`src/rtl/div_ratio_sched.sv`:
```
// div_ratio_sched: lock-qualified programmable divider with glitch-free divisor updates.
// Revision: 1.0 - initial release.
`default_nettype none

module div_ratio_sched #(
  parameter int WIDTH       = 16,
  parameter int DEFAULT_DIV = 8,
  parameter int LOCK_STABLE = 4
) (
  input  logic             clk,
  input  logic             rst,
  input  logic             locked,
  input  logic             enable,
  input  logic             cfg_valid,
  input  logic [WIDTH-1:0] cfg_div,
  output logic             cfg_ready,
  output logic             out_wave,
  output logic             tick,
  output logic [WIDTH-1:0] active_div,
  output logic             running
);

  typedef enum logic [0:0] {
    WAIT_LOCK = 1'b0,
    RUN       = 1'b1
  } state_t;

  localparam int                SW          = (LOCK_STABLE > 1) ? $clog2(LOCK_STABLE) : 1;
  localparam logic [SW-1:0]     STABLE_LAST = SW'(LOCK_STABLE - 1);
  localparam logic [WIDTH-1:0]  DIV_RESET   = WIDTH'(DEFAULT_DIV);
  localparam logic [WIDTH-1:0]  DIV_MIN     = WIDTH'(2);

  state_t           state_q, state_d;
  logic [SW-1:0]    stable_cnt_q, stable_cnt_d;
  logic [WIDTH-1:0] cnt_q, cnt_d;
  logic [WIDTH-1:0] active_div_q, active_div_d;
  logic [WIDTH-1:0] pending_q, pending_d;
  logic             pending_valid_q, pending_valid_d;

  logic             accept;
  logic             boundary;
  logic             qualified;
  logic [WIDTH-1:0] cfg_div_clamped;

  assign accept          = cfg_valid && !pending_valid_q;
  assign qualified       = locked && enable;
  assign cfg_div_clamped = (cfg_div < DIV_MIN) ? DIV_MIN : cfg_div;
  // active_div is never below 2, so the subtraction cannot wrap.
  assign boundary        = (cnt_q == (active_div_q - WIDTH'(1)));

  always_ff @(posedge clk) begin
    if (rst) begin
      state_q         <= WAIT_LOCK;
      stable_cnt_q    <= '0;
      cnt_q           <= '0;
      active_div_q    <= DIV_RESET;
      pending_q       <= '0;
      pending_valid_q <= 1'b0;
    end else begin
      state_q         <= state_d;
      stable_cnt_q    <= stable_cnt_d;
      cnt_q           <= cnt_d;
      active_div_q    <= active_div_d;
      pending_q       <= pending_d;
      pending_valid_q <= pending_valid_d;
    end
  end

  always_comb begin
    state_d         = state_q;
    stable_cnt_d    = stable_cnt_q;
    cnt_d           = cnt_q;
    active_div_d    = active_div_q;
    pending_d       = pending_q;
    pending_valid_d = pending_valid_q;

    case (state_q)
      WAIT_LOCK: begin
        cnt_d = '0;
        // A divisor left over from an interrupted run takes effect while idle.
        if (pending_valid_q) begin
          active_div_d    = pending_q;
          pending_valid_d = 1'b0;
        end else if (accept) begin
          active_div_d = cfg_div_clamped;
        end

        if (qualified) begin
          if (stable_cnt_q == STABLE_LAST) begin
            state_d      = RUN;
            stable_cnt_d = '0;
          end else begin
            stable_cnt_d = stable_cnt_q + SW'(1);
          end
        end else begin
          stable_cnt_d = '0;
        end
      end

      RUN: begin
        if (boundary) begin
          cnt_d = '0;
          if (pending_valid_q) begin
            active_div_d    = pending_q;
            pending_valid_d = 1'b0;
          end else if (accept) begin
            active_div_d = cfg_div_clamped;
          end
        end else begin
          cnt_d = cnt_q + WIDTH'(1);
          if (accept) begin
            pending_d       = cfg_div_clamped;
            pending_valid_d = 1'b1;
          end
        end

        if (!qualified) begin
          state_d = WAIT_LOCK;
          cnt_d   = '0;
        end
      end

      default: begin
        state_d = WAIT_LOCK;
        cnt_d   = '0;
      end
    endcase
  end

  assign running    = (state_q == RUN);
  assign cfg_ready  = !pending_valid_q;
  assign active_div = active_div_q;
  assign out_wave   = running && (cnt_q < (active_div_q >> 1));
  assign tick       = running && boundary;

endmodule

`default_nettype wire

```
`config.mk`:
```
export PLATFORM = sky130hd
export DESIGN_NAME = div_ratio_sched
export DESIGN_NICKNAME = d
export VERILOG_FILES = /design/src/rtl/div_ratio_sched.sv
export SDC_FILE = /design/constraint.sdc
export NUM_CORES = 1
export LEC_CHECK = 0
export CAP_MARGIN = 20
export CELL_PAD_IN_SITES_DETAIL_PLACEMENT = 2
export CELL_PAD_IN_SITES_GLOBAL_PLACEMENT = 2
export CORE_ASPECT_RATIO = 0.5
export CORE_MARGIN = 2
export CORE_UTILIZATION = 34
export CTS_CLUSTER_DIAMETER = 30
export CTS_CLUSTER_SIZE = 10
export DETAILED_ROUTE_END_ITERATION = 7
export GPL_ROUTABILITY_DRIVEN = 0
export HOLD_SLACK_MARGIN = 0.12
export PLACE_DENSITY_LB_ADDON = 0.1
export RECOVER_POWER = 50
export SYNTH_ARGS = -nofsm -noshare
export SYNTH_HDL_FRONTEND = slang
export SYNTH_SLANG_ARGS = --single-unit
```
`constraint.sdc`:
```
create_clock -name clk -period 3.2 [get_ports clk]
set_clock_uncertainty 0.15 [all_clocks]
set_input_delay 0.32 -clock clk [delete_from_list [all_inputs] [get_ports clk]]
set_output_delay 0.32 -clock clk [all_outputs]
set_load 0.01 [all_outputs]
```
==> impl_metrics.tcl, run 1 <==
set metrics [dict create \
    power_mw 1.52 \
    r2r_setup_slack_ns -0.02 \
    finalNetCount 473 \
    clock_latency_ns 0.30 \
    gr-total-overflow 0 \
    synth_top_area_share_pct 31.2 \
    synth-edff-count 0 \
    grt_max_degree 69 \
    synth_ff_type "dfxtp_1" \
    dr.pass1.iters 4 \
    wirelength_microns 10600 \
    power_density_nw_per_um2 362 \
    clkTransAtPathRegs_ns 0.08 \
    path_class "flip-flop to flip-flop" \
    ios 41 \
    rsz0062_at_grt "true" \
    yosysUniqueCellTypes 51 \
    async_reset_ff_share_pct 0 \
    tightest_slew_ns 1.00 \
    layout_setup_ws_ns -0.0164 \
    p_clk_share_pct 37.4 \
    min_period_ns 3.22 \
    antenna_left 0 \
    power_leakage_nw 1.79 \
    hpwl_microns 7830 \
    seq_area_frac_synth_pct 31.2 \
    dieArea_sq_um 10700 \
    combinationalPowerShare_pct 18.3 \
    avgViaCountPerCell 5.02 \
    drc 0 \
    p_int_mw 1.09 \
    hold_viol 0 \
    violations "setup timing" \
    synth.top_cells.by_area "dfxtp_1 (31%), mux2i_1 (8.4%), nor2_1 (7.2%), ha_1 (6.4%), nand2b_1 (5.6%)" \
    routedWlPerCell_microns 18.5 \
    vdd_drop_max_v 0.000215 \
    outcome "finished with violations" \
    htreeDepth 2 \
    p_sw_mw 0.434 \
    final_area_sq_um 4210 \
    pwr-share-seq_pct 44.3 \
    initial_core_util_pct 35.2 \
    slew_headroom_pct 33.2 \
    antenna_found_initial 0 \
    synth_seq_cells 52 \
    vias 2869 \
    critical_path_arrival_ns 3.26 \
    grt_usage_pct 20.7 \
    core_area_sq_um 9480 \
    diodes 0 \
    numPortBuffers 40 \
    cts_tree "done" \
    grt_pass1_wl_microns 16800 \
    synthesis.area_sq_um 3340 \
    netlist_instances 381 \
    rows 25 \
    placed_area_sq_um 3950 \
    syn_to_final_growth_pct 26.1 \
    clockRootBuffer "clkbuf_16" \
    hp-class "flip-flop to flip-flop" \
    fmax_mhz 311 \
    setup_violations 2 \
    synth_top_area_cell "dfxtp_1" \
    first_iter_violations 65 \
    cp-end-kind "flip-flop" \
    maxCapViolCount 0 \
    crit_required_ns 3.25 \
    grt_pass1_vias 3120 \
    synth.net_count 419 \
    cts_num_sinks 52 \
    timing.final.max_slew_violations 0 \
    drive_above_1_share_pct 17.0 \
    cts_made_buffers 5 \
    crit_fanout 4 \
    rr_worst_depth 8 \
    die_w_microns 144 \
    synth.avg_cell_area_sq_um 8.76 \
    hold_depth 2 \
    start_kind "flip-flop" \
    fp.dieH_microns 74.1 \
    post-route-period-util_pct 101 \
    yosysWarnings 0 \
    swShare_pct 28.5 \
    max-clock-path-buffers 2 \
]
-- sequential cells by signal (all words and copies together), names as in the netlist --
register / count
pending_q: 16
pending_valid_q: 1
running: 1
stable_cnt_q: 2
cnt_q: 16
active_div: 16
-- what timing repair did --
action / 4_1_cts / 5_1_grt
buffers inserted: 6 / 3
hold buffers: 0 / 0
pin swaps: 1 / 5
setup endpoints to repair: 14 / 28
resized for setup: 4 / 12
-- placed cells by master, fill, tap and decap left out, drive strengths merged, types with 6 or more instances in the layout --
master	n
nor2	64
dfxtp	52
nand2b	30
buf	29
mux2i	28
clkdlybuf4s50	23
inv	21
xnor2	19
xor2	17
ha	17
mux2	17
dlygate4sd3	14
nand2	10
nor3	10
a21oi	9
nor4	8
nand3	6
a21o	6
clkbuf	6
-- stage by stage --
stage	util, %	setup TNS, ns	hold WS [ns]	worst slack, ns	cells
after floorplan	-	0	0.294	0.241	381
after global placement	41.7	0	0.307	0.0479	554
after detailed placement	41.7	-0.590	0.325	-0.0989	554
after CTS	43.8	0	0.336	0.0215	568
after global routing	44.4	-1.12	0.365	-0.105	571
final	44.4	-0.0322	0.339	-0.0164	571
-- cells in the mapped netlist (2+ instances only) --
library cell and n:
a211oi_1 2, a21o_1 6, a21oi_1 8, and3_1 4
and4_1 3, buf_1 2, buf_2 2, buf_6 3
clkbuf_1 13, dfxtp_1 52, ha_1 17, inv_1 20
mux2_2 8, mux2_4 9, mux2i_1 28, nand2_1 10
nand2b_1 30, nand3_1 6, nand4_1 5, nor2_1 64
nor2b_1 4, nor3_1 9, nor4_1 8, nor4b_1 2
o2111ai_1 2, o21ai_0 3, or4_1 2, or4_4 2
xnor2_1 19, xor2_1 17
-- metal layers --
layer / global-route usage, % / share of wire [%] / vias up
li1: - / - / 1405
met1: 28.2 / 50 / 1426
met2: 35.0 / 47 / 33
met3: 4.06 / 2.8 / 5
met4: 3.67 / 0.57 / 0
met5: 0 / 0 / -
-- cell families after synthesis --
group	after synthesis	synth area share [%]
compound gates	32	7.46
xor+xnor	36	9.45
fa+ha+maj	17	6.37
buf+inv	41	5.47
flops	52	31.2
mux	45	15.1
simple gates	158	24.9
-- area by class of cell --
cell class / count / area, sq um
fill: 1040 / 5270
multi-input combinational: 288 / 2160
sequential: 52 / 1040
timing repair buffer: 68 / 616
tap: 135 / 169
clock buffer: 5 / 125
inverter: 20 / 75.1
clock inverter: 3 / 22.5
-- path summary, 6_finish.rpt --
path | start | endpoint
worst max register to register | active_div[1] | pending_q[1]
worst min-delay path | pending_q[13] | pending_q[13]
worst max-delay path | active_div[1] | pending_q[1]
worst min register to register | pending_q[13] | pending_q[13]
-- worst max-delay path, stage by stage (launching register included) --
cell,delay (ns)
dfxtp_2,0.35
or4_4,0.53
or4_4,0.55
a21oi_2,0.16
o221ai_2,0.15
o41ai_4,0.51
nand3b_1,0.27
buf_4,0.16
mux2_4,0.28
-- power by group through the flow --
| stage | logic (mW) | clock network, mW | registers (mW) |
|---|---|---|---|
| after floorplan | 0.145 | 0 | 0.696 |
| after global placement | 0.253 | 0 | 0.688 |
| after detailed placement | 0.265 | 0 | 0.689 |
| after CTS | 0.274 | 0.583 | 0.674 |
| after global routing | 0.302 | 0.612 | 0.677 |
| final | 0.279 | 0.569 | 0.675 |
Note: power is estimated with default switching activity, not from simulation.
==> inputs of run 2 (changes only) <==
CORE_UTILIZATION = 35   (was 34)
CTS_BUF_LIST = sky130_fd_sc_hd__clkbuf_2 sky130_fd_sc_hd__clkbuf_4 sky130_fd_sc_hd__clkbuf_8   (was unset)
==> impl_metrics.tcl, run 2 (synthesis results as in run 1) <==
set metrics [dict create \
    hold_depth 2 \
    grt_pass1_wl_microns 16500 \
    r2r_setup_slack_ns 0.13 \
    crit_required_ns 3.27 \
    tns_ns 0 \
    htreeDepth 2 \
    mostFrequentLayoutCells "nor2_1 (64), dfxtp_1 (51), nand2b_1 (30)" \
    clock_latency_ns 0.32 \
    syn_to_final_growth_pct 23.7 \
    diodes 0 \
    drc 0 \
    power_leakage_nw 1.76 \
    hpwl_microns 8180 \
    dieArea_sq_um 10400 \
    antenna_found_initial 0 \
    met2_usage_pct 34.7 \
    busiest_layer "met2" \
    r2r-start "active_div[0]" \
    grt_max_degree 69 \
    cp-end-kind "flip-flop" \
    layout_setup_ws_ns 0.134 \
    hold_viol 0 \
    antenna_left 0 \
    vias 2837 \
    cts_hold_buf 0 \
    cts_made_buffers 5 \
    slew_headroom_pct -61.8 \
    utilization_pct 44.1 \
    avgViaCountPerCell 5.09 \
    stdcell_count 557 \
    gr-total-overflow 0 \
    core_area_sq_um 9350 \
    wirelength_microns 10400 \
    grt.met3_usage_pct 4.13 \
    clockRootBuffer "clkbuf_8" \
    cts_tree "done" \
    grt_pass1_vias 3111 \
    numPortBuffers 40 \
    violations "capacitance limit, slew limit" \
    vdd_drop_max_v 0.000181 \
    first_iter_violations 129 \
    placed_area_sq_um 3980 \
    rr_worst_depth 9 \
    path_class "flip-flop to flip-flop" \
    fp.dieH_microns 73.1 \
    routedWlPerCell_microns 18.6 \
    timing.final.max_slew_violations 69 \
    power_density_nw_per_um2 329 \
    outcome "finished with violations" \
    dr.pass1.iters 4 \
    fmax_mhz 326 \
    tightest_slew_ns 2.43 \
    crit_fanout 16 \
    hp-class "flip-flop to flip-flop" \
    min_period_ns 3.07 \
    worst_hold_path.endpoint "pending_q[6]" \
    cts_num_sinks 52 \
    max-clock-path-buffers 2 \
    rows 25 \
    worstHoldStart "pending_q[6]" \
    maxCapViolCount 1 \
    ios 41 \
    clkTransAtPathRegs_ns 0.11 \
    finalNetCount 473 \
    die_w_microns 142 \
    final_area_sq_um 4130 \
    grt_usage_pct 20.8 \
    met1_usage_pct 28.7 \
    start_kind "flip-flop" \
    dpl.cell_count 544 \
    setup_violations 0 \
    layout_commonest_cell "nor2_1" \
    critical_path_arrival_ns 3.13 \
    post-route-period-util_pct 95.8 \
    r2r-end "active_div[8]" \
    power_mw 1.36 \
    initial_core_util_pct 35.7 \
    drive_above_1_share_pct 16.1 \
    hold_slack_ns 0.341 \
    pre_cts_ws_ns -0.0181 \
]
[run 2: how the worst max path moves through the flow]
stage | startpoint | to | cells after the start
3_5_place_dp | active_div[0] | pending_q[11] | 10
2_1_floorplan | active_div[2] | active_div[10] | 9
3_3_place_gp | active_div[0] | tick | 6
5_1_grt | active_div[1] | active_div[10] | 11
6_report | active_div[0] | active_div[8] | 9
4_1_cts | active_div[0] | tick | 6
[run 2: final cells by class]
| class | count | area (sq um) |
|---|---|---|
| Timing Repair Buffer | 68 | 623 |
| Tap cell | 121 | 151 |
| Fill cell | 1032 | 5230 |
| Multi-Input combinational cell | 288 | 2140 |
| Clock buffer | 6 | 76.3 |
| Inverter | 20 | 75.1 |
| Sequential cell | 52 | 1040 |
| Clock inverter | 2 | 16.3 |
[run 2: critical path, cell delays in order (launching register included)]
cell	delay (ns)
dfxtp_2	0.35
or4_4	0.58
or4_4	0.53
a21oi_2	0.16
o221ai_2	0.15
o41ai_4	0.32
buf_4	0.19
o21ai_2	0.06
buf_12	0.19
mux2_4	0.29
[run 2: timing repair]
item,4_1_cts,5_1_grt
buffers inserted,3,2
endpoints found under the setup margin,9,18
resized for setup,4,6
pin swaps,1,2
[run 2: per-layer routing]
metal | wire length, microns | vias up | part of all wire, %
met3 | 223 | 5 | 2.1
li1 | - | 1407 | -
met2 | 4780 | 23 | 46
met1 | 5340 | 1402 | 51
met4 | 38 | 0 | 0.37
met5 | 0 | - | 0
[run 2: power breakdown]
part	switching, mW	internal (mW)	leakage [nW]	total [mW]
clock	0.249	0.165	0.0448	0.414
combinational	0.138	0.133	1.29	0.271
sequential	0.0143	0.661	0.422	0.675
==> inputs of run 3 (changes only) <==
clock period = 3.52 ns   (was 3.2 ns; I/O delays follow)
==> impl_metrics.tcl, run 3 (synthesis results as in run 1) <==
set metrics [dict create \
    hpwl_microns 7800 \
    cts_num_sinks 52 \
    vdd_drop_max_v 0.000146 \
    pre_cts_ws_ns 0.0561 \
    core_area_sq_um 9350 \
    clock_latency_ns 0.32 \
    hp-class "flip-flop to flip-flop" \
    clkTransAtPathRegs_ns 0.11 \
    final_area_sq_um 3990 \
    cts_tree "done" \
    swShare_pct 29.6 \
    grt_max_degree 69 \
    num-fill-cells 1026 \
    htreeDepth 2 \
    tns_ns 0 \
    start_kind "flip-flop" \
    routedWlPerCell_microns 18.4 \
    syn_to_final_growth_pct 19.4 \
    p_clk_share_pct 30.6 \
    post-route-period-util_pct 93.2 \
    max-clock-path-buffers 2 \
    cts_hold_buf 0 \
    grt_pass1_vias 3033 \
    rr_worst_depth 10 \
    cts_made_buffers 5 \
    crit_required_ns 3.02 \
    combinationalPowerShare_pct 19.0 \
    p_int_mw 0.862 \
    maxCapViolCount 1 \
    crit_top_cell "or4_4" \
    ios 41 \
    drc 0 \
    gr-total-overflow 0 \
    rows 25 \
    cp-end-kind "output pin" \
    placed_area_sq_um 3860 \
    crit_fanout 6 \
    avgViaCountPerCell 5.15 \
    power_mw 1.22 \
    wirelength_microns 9930 \
    cpMaxStageDelayCell "or4_4" \
    outcome "finished with violations" \
    timing.final.max_slew_violations 69 \
    first_iter_violations 134 \
    dr.pass1.iters 4 \
    drive_above_1_share_pct 11.9 \
    initial_core_util_pct 35.7 \
    grt_pass1_wl_microns 16200 \
    path_class "flip-flop to output pin" \
    r2r_setup_slack_ns 0.30 \
    mostFrequentLayoutCells "nor2_1 (64), dfxtp_1 (52), nand2b_1 (30)" \
    numPortBuffers 40 \
    vias 2779 \
    critical_path.endpoint "tick" \
    tightest_slew_ns 2.44 \
    clockRootBuffer "clkbuf_8" \
    antenna_found_initial 0 \
    violations "capacitance limit, slew limit" \
    crit_chain "or4_4, or4_4, a21oi_2, o221ai_2, nor4bb_2, dlygate4sd2_1" \
    setup_violations 0 \
    layout_commonest_cell "nor2_1" \
    power_density_nw_per_um2 307 \
    fmax_mhz 305 \
    rsz0062_at_grt "false" \
    antenna_left 0 \
    grt_usage_pct 20.1 \
    slew_headroom_pct -63.0 \
    die_w_microns 142 \
    r2r-start "active_div[0]" \
    fp.dieH_microns 73.1 \
    r2r-end "active_div[12]" \
    p_sw_mw 0.362 \
    diodes 0 \
    finalNetCount 456 \
    pwr-share-seq_pct 50.3 \
    min_period_ns 3.28 \
    critical_path_arrival_ns 2.78 \
    hold_viol 0 \
    power_leakage_nw 1.67 \
    slowest_delay_ns 0.61 \
    utilization_pct 42.6 \
    dieArea_sq_um 10400 \
    crit_start "active_div[0]" \
    layout_setup_ws_ns 0.240 \
]
[run 3: stage by stage]
stage,hold WS (ns),cells
after global placement,0.310,530
after CTS,0.343,538
final,0.331,540
after global routing,0.371,540
after detailed placement,0.325,530
after floorplan,0.294,381
[run 3: worst min-delay path by stage]
| stage | cells after the start | from | to | slack [ns] |
|---|---|---|---|---|
| 2_1_floorplan | 1 | cnt_q[0] | cnt_q[0] | 0.29 |
| 3_3_place_gp | 2 | pending_q[6] | pending_q[6] | 0.31 |
| 3_5_place_dp | 2 | pending_q[3] | pending_q[3] | 0.33 |
| 4_1_cts | 2 | pending_q[3] | pending_q[3] | 0.34 |
| 5_1_grt | 2 | pending_q[4] | pending_q[4] | 0.37 |
| 6_report | 2 | pending_q[3] | pending_q[3] | 0.33 |
[run 3: worst max-delay path: cells and delay by family (launching register included)]
family,cells,cell delay (ns)
AOI/OAI and AO/OA,2,0.32
buffers and inverters,1,0.30
DFF,1,0.38
and+or+nand+nor,3,1.45
[run 3: repair_timing]
action,4_1_cts,5_1_grt
gates resized for setup,4,4
setup endpoints to repair,1,16
cloned,0,0
hold endpoints to repair,0,0
buffers inserted,0,1
pin swaps,0,1
[run 3: final cells by class]
type / instances / area, sq um / share of cell area (%)
Clock inverter: 2 / 16.3 / 0.408
Multi-Input combinational cell: 288 / 2140 / 53.8
Timing Repair Buffer: 51 / 482 / 12.1
Inverter: 20 / 75.1 / 1.88
Clock buffer: 6 / 76.3 / 1.91
Sequential cell: 52 / 1040 / 26.1
Tap cell: 121 / 151 / 3.80
[run 3: power groups by stage]
stage	Combinational (mW)	Clock, mW	Sequential, mW
2_1_floorplan	0.132	0	0.633
3_3_place_gp	0.221	0	0.629
3_5_place_dp	0.232	0	0.630
4_1_cts	0.235	0.392	0.617
5_1_grt	0.256	0.412	0.618
6_report	0.233	0.375	0.616
[run 3: per-layer routing]
| layer | vias up | track usage (%) | share of wire [%] |
|---|---|---|---|
| met3 | 7 | 3.81 | 2.8 |
| met2 | 34 | 31.6 | 45 |
| met1 | 1373 | 29.3 | 52 |
| met5 | - | 0 | 0 |
| met4 | 0 | 3.33 | 0.56 |
| li1 | 1365 | - | - |
